<file path="config.mk">
export PLATFORM = sky130hd
export DESIGN_NAME = vga_sync_gen
export DESIGN_NICKNAME = d
export VERILOG_FILES = /design/src/rtl/vga_sync_gen.sv
export SDC_FILE = /design/constraint.sdc
export NUM_CORES = 1
export LEC_CHECK = 0
export BUFFER_PORTS_ARGS = -buffer_cell sky130_fd_sc_hd__buf_2
export CORE_UTILIZATION = 32
export CTS_CLUSTER_SIZE = 14
export DETAILED_ROUTE_END_ITERATION = 8
export GPL_ROUTABILITY_DRIVEN = 0
export PLACE_DENSITY = 0.58
export SETUP_SLACK_MARGIN = 0.5
export SKIP_CTS_REPAIR_TIMING = 1
export SLEW_MARGIN = 10
export SYNTH_ARGS = -nofsm -noshare
export SYNTH_HDL_FRONTEND = slang
export SYNTH_SLANG_ARGS = --single-unit
</file>
<file path="constraint.sdc">
create_clock -name clk -period 3 [get_ports clk]
set_input_delay 0.45 -clock clk [delete_from_list [all_inputs] [get_ports clk]]
set_output_delay 0.45 -clock clk [all_outputs]
set_load 0.01 [all_outputs]
</file>
<file path="src/rtl/vga_sync_gen.sv">
// ---------------------------------------------------------------------------
// vga_sync_gen
//
// VGA timing generator. A clock divider produces the pixel-rate advance, and
// horizontal/vertical counters walk the raster. Every output is registered
// and decoded from the counter values the counters are about to take, so all
// outputs change on the same edge and stay mutually aligned.
//
// Defaults give 640x480 at 60 Hz from a 50 MHz clock (25 MHz pixel rate).
//
// Ports:
//   clk          system clock; all logic on the rising edge
//   reset        asynchronous, active-low reset
//   hsync        horizontal sync, active at SYNC_POL
//   vsync        vertical sync, active at SYNC_POL
//   video_on     high while the current pixel is inside the visible area
//   p_tick       one-clk pulse marking a new pixel on the outputs
//   pixel_x      current horizontal count
//   pixel_y      current vertical count
//   frame_start  one-clk pulse when the counters enter (0,0)
//
// Flow control: there is none. The block free-runs with no valid/ready
// handshake; a consumer samples pixel_x/pixel_y/video_on/hsync/vsync in any
// cycle where p_tick is 1, and those values hold until the next p_tick.
// ---------------------------------------------------------------------------
module vga_sync_gen #(
  parameter int   CLK_DIV   = 2,
  parameter int   H_DISPLAY = 640,
  parameter int   H_FP      = 16,
  parameter int   H_SYNC    = 96,
  parameter int   H_BP      = 48,
  parameter int   V_DISPLAY = 480,
  parameter int   V_FP      = 10,
  parameter int   V_SYNC    = 2,
  parameter int   V_BP      = 33,
  parameter logic SYNC_POL  = 1'b0,
  parameter int   CNT_W     = 10
) (
  input  logic             clk,
  input  logic             reset,
  output logic             hsync,
  output logic             vsync,
  output logic             video_on,
  output logic             p_tick,
  output logic [CNT_W-1:0] pixel_x,
  output logic [CNT_W-1:0] pixel_y,
  output logic             frame_start
);

  localparam int H_TOTAL = H_DISPLAY + H_FP + H_SYNC + H_BP;
  localparam int V_TOTAL = V_DISPLAY + V_FP + V_SYNC + V_BP;
  localparam int DIV_W   = (CLK_DIV > 1) ? $clog2(CLK_DIV) : 1;

  localparam logic [DIV_W-1:0] DIV_LAST = DIV_W'(CLK_DIV - 1);
  localparam logic [CNT_W-1:0] H_LAST   = CNT_W'(H_TOTAL - 1);
  localparam logic [CNT_W-1:0] V_LAST   = CNT_W'(V_TOTAL - 1);
  localparam logic [CNT_W-1:0] H_VIS    = CNT_W'(H_DISPLAY);
  localparam logic [CNT_W-1:0] V_VIS    = CNT_W'(V_DISPLAY);
  localparam logic [CNT_W-1:0] HS_FIRST = CNT_W'(H_DISPLAY + H_FP);
  localparam logic [CNT_W-1:0] HS_LAST  = CNT_W'(H_DISPLAY + H_FP + H_SYNC - 1);
  localparam logic [CNT_W-1:0] VS_FIRST = CNT_W'(V_DISPLAY + V_FP);
  localparam logic [CNT_W-1:0] VS_LAST  = CNT_W'(V_DISPLAY + V_FP + V_SYNC - 1);

  logic [DIV_W-1:0] div;
  logic             advance;
  logic             h_wrap;
  logic [CNT_W-1:0] h_next;
  logic [CNT_W-1:0] v_next;
  logic             video_next;
  logic             hsync_next;
  logic             vsync_next;
  logic             frame_next;

  // pixel_x / pixel_y are the counters themselves; the decode looks at the
  // next-state values so the registered outputs line up with the counters.
  always_comb begin
    advance    = (div == DIV_LAST);
    h_wrap     = advance && (pixel_x == H_LAST);
    h_next     = pixel_x;
    v_next     = pixel_y;
    if (advance) begin
      h_next = h_wrap ? '0 : pixel_x + CNT_W'(1);
    end
    if (h_wrap) begin
      v_next = (pixel_y == V_LAST) ? '0 : pixel_y + CNT_W'(1);
    end
    video_next = (h_next < H_VIS) && (v_next < V_VIS);
    hsync_next = ((h_next >= HS_FIRST) && (h_next <= HS_LAST)) ? SYNC_POL : ~SYNC_POL;
    vsync_next = ((v_next >= VS_FIRST) && (v_next <= VS_LAST)) ? SYNC_POL : ~SYNC_POL;
    frame_next = advance && (h_next == '0) && (v_next == '0);
  end

  // Reset parks the raster on the last pixel of the frame so the first
  // advance after release lands on (0,0) and raises frame_start.
  always_ff @(posedge clk or negedge reset) begin
    if (!reset) begin
      div         <= '0;
      pixel_x     <= H_LAST;
      pixel_y     <= V_LAST;
      video_on    <= 1'b0;
      hsync       <= ~SYNC_POL;
      vsync       <= ~SYNC_POL;
      p_tick      <= 1'b0;
      frame_start <= 1'b0;
    end else begin
      div         <= advance ? '0 : div + DIV_W'(1);
      pixel_x     <= h_next;
      pixel_y     <= v_next;
      video_on    <= video_next;
      hsync       <= hsync_next;
      vsync       <= vsync_next;
      p_tick      <= advance;
      frame_start <= frame_next;
    end
  end

endmodule

</file>
==> run metrics <==
GRT Util Overall 15.1%; drt wl/cell approximately 15 um; commonest non-fill, non-tap cell in the layout buf_2; TritonCTS clock tree yes; worst-path maximum fanout 8; layout cells sized above 1 between 30% and 40%; die height a little over 70 um; Syn Area/Cell a little over 9 um2; Final Hold Violating Endpoints 0; RR Endpoint vsync; Slowest-stage cell, CP dfstp_2; Switching Fraction 19.1%; Post-Synth XOR/XNOR Area 5.15%; global-route wire length before repair 6070 um; crit start category flop; CP peak stage delay about 0.61 ns; register area 669 um2; Leakage about 0.91 nW; Hold Slack ~0.16 ns; Cells after Synth 169; Synth cell types 39; Final Max Tran Viols 0; status finished, violations left; core area 0.00447 mm2; Crit path required time between 3 and 4 ns; flops & latches, synth 26; crit path cell chain ha_4, nand4_1, or3_4, buf_4, nor2_1, a31oi_1, nor4_1, nand4b_1; worst hold path type input pin to asynchronous set/reset pin; min Tclk post-route ~2.4 ns; most frequent cells in the layout buf_2 (26), nor2_1 (18), buf_4 (17), nand2_1 (16), dfstp_2 (12); WL final around 3800 um; Worst R2R Path Depth 8; DRC 2; Slew Limit Headroom 62.0%; DP Wirelength 2600 um; Final Net Count roughly 220; failing checks design-rule violations; Fillers 451; compound-gate portion of the synthesized area between 10% and 20%; largest family of logic cells by synthesized area simple AND/OR/NAND/NOR gates; Port Buffers 26; power density over cell area ~340 mW/mm2; worst r2r src pixel_x[1]; Clock power frac between 40% and 50%; clock-pin slew of the registers on the worst-case setup and hold paths 0.10 ns; clk sinks 26; routed via count between 1000 and 1500; 1st-iter DRT viols around 110; Rows 24; Die X-Extent roughly 71 um; H-tree depth 1; die area around 0.0051 mm2; CP Capture Type flop; post-route setup TNS 0 ns; antenna cells 0; Pint between 500 and 600 uW; Worst-Skew Late Latency roughly 0.28 ns; f_max roughly 420 MHz; area of the multi-input gates a little over 800 um2; post-synthesis mux area share between 2 and 3%; VDD IR max between 200 and 250 uV; total of max-cap violations 0; register-to-register setup slack 0.60 ns; post-synthesis sequential area ratio 43.5%; Num CTS Buffers 3; clk buf depth 2; period utilization 80.0%; Post-Synth Simple-Gate Area about a quarter; Final ANT Viol Nets 0; adder-cell share of the synthesized area 2.45%; Final Skew 0.00438 ns; drt first pass iters 8; Starting Density 34.2%; P&R area growth vs syn 26.4%; Clock Tree Root clkbuf_8; Avg Vias per Cell ~5.4; Comb pwr share around 1.1%; RSZ-0062 raised after global routing false; vias in the first global route 1266; setup violation total in the final timing report 0; largest net degree at the start of global routing 27; register share of total power a little over half; GRT overflow 0; Mapped Nets 174; synthesized cell area 0.00153 mm2; measured slew at the worst slew-check pin between 0.5 and 0.6 ns; initial antenna violation count 0; Yosys Warn Count 0; net load switching power between 100 and 150 uW; Setup Crit Path Kind flop to flop; crit path DAT between 2 and 3 ns; I/O pin total 27
[worst max path at each step]
stage / from / to / slack (ns) / depth (start not counted)
final: pixel_x[1] / vsync / 0.60 / 8
after global routing: pixel_x[1] / vsync / 0.45 / 8
after CTS: pixel_x[0] / frame_start / 0.34 / 7
after detailed placement: pixel_x[1] / frame_start / 0.36 / 7
after global placement: pixel_x[0] / frame_start / 0.45 / 7
after floorplan: pixel_x[0] / frame_start / 0.54 / 8
[registers in the layout, indices dropped and copies added, names as in the netlist]
register,flops
advance,1
frame_start,1
hsync,1
p_tick,1
pixel_x,10
pixel_y,10
video_on,1
vsync,1
[power groups by stage]
stage | Clock, mW | Combinational [mW] | Sequential (mW)
6_report | 0.297 | 0.00690 | 0.351
5_1_grt | 0.316 | 0.00845 | 0.351
4_1_cts | 0.303 | 0.00757 | 0.351
3_5_place_dp | 0 | 0.00760 | 0.357
3_3_place_gp | 0 | 0.00756 | 0.357
2_1_floorplan | 0 | 0.000000359 | 0.357
[synthesized netlist by cell type]
library cell,instances,area share (%)
a2111oi_4,1,1.8
a21boi_0,1,0.49
a21o_1,2,0.98
a21o_2,1,0.57
a21oi_1,8,2.6
a221o_1,1,0.65
a22o_2,1,0.65
a22oi_1,1,0.49
a31oi_1,5,2.0
and3_1,5,2.0
buf_2,2,0.65
clkbuf_1,6,1.5
dfrtp_1,14,23
dfstp_2,12,21
ha_1,3,2.5
inv_1,9,2.2
mux2_2,2,1.5
mux2i_1,2,1.3
nand2_1,16,3.9
nand3_1,9,2.9
nand4_1,6,2.5
nand4b_1,3,1.7
nor2_1,18,4.4
nor3_1,8,2.6
nor4_1,3,1.2
nor4_2,1,0.82
o2111ai_1,1,0.57
o211a_1,1,0.65
o21ai_0,9,2.9
o22a_1,1,0.57
o2bb2ai_1,1,0.57
or2_2,1,0.41
or3_1,2,0.82
or3_4,1,0.74
or4_1,1,0.49
or4b_4,1,0.90
or4bb_1,1,0.74
xnor2_1,6,3.4
xor2_1,3,1.7
[routing by layer]
metal | track usage [%] | vias up | part of all wire [%]
met1 | 22.1 | 679 | 50
met5 | 0 | - | 0
met4 | 2.00 | 0 | 0.44
met2 | 23.1 | 46 | 45
met3 | 3.56 | 2 | 4.7
li1 | - | 694 | -
[critical path: cells and delay by family (launching register included)]
family / cells / cell delay (ns)
and+or+nand+nor: 5 / 1.29
DFF: 1 / 0.61
AOI/OAI and AO/OA: 1 / 0.08
buffers and inverters: 1 / 0.15
adders and majority gates: 1 / 0.19
[logic make-up after synthesis]
logic type | count (synthesis)
adders and majority gates | 3
AOI/OAI and AO/OA | 34
DFF | 26
xor gates and xnor gates | 9
buffers and inverters | 17
and+or+nand+nor | 76
muxes | 4
[through the flow]
stage	total power [mW]	area [um2]	util, %	instances	setup WS [ns]
2_1_floorplan	0.357	1530	-	169	0.543
3_3_place_gp	0.365	1720	38.5	242	0.453
3_5_place_dp	0.365	1720	38.5	242	0.365
4_1_cts	0.662	1790	40.1	246	0.337
5_1_grt	0.675	1940	43.3	261	0.451
6_report	0.655	1940	43.3	261	0.600
[area by class of cell]
cell class	instances	area share [%]
clock buffers	3	2.13
clock inverters	1	1.55
inverters	9	1.75
multi-input cells	126	42.7
flip-flops and latches	26	34.6
well taps	52	3.36
repair buffers	44	13.9
No activity file was read; power rests on OpenSTA's default activity.
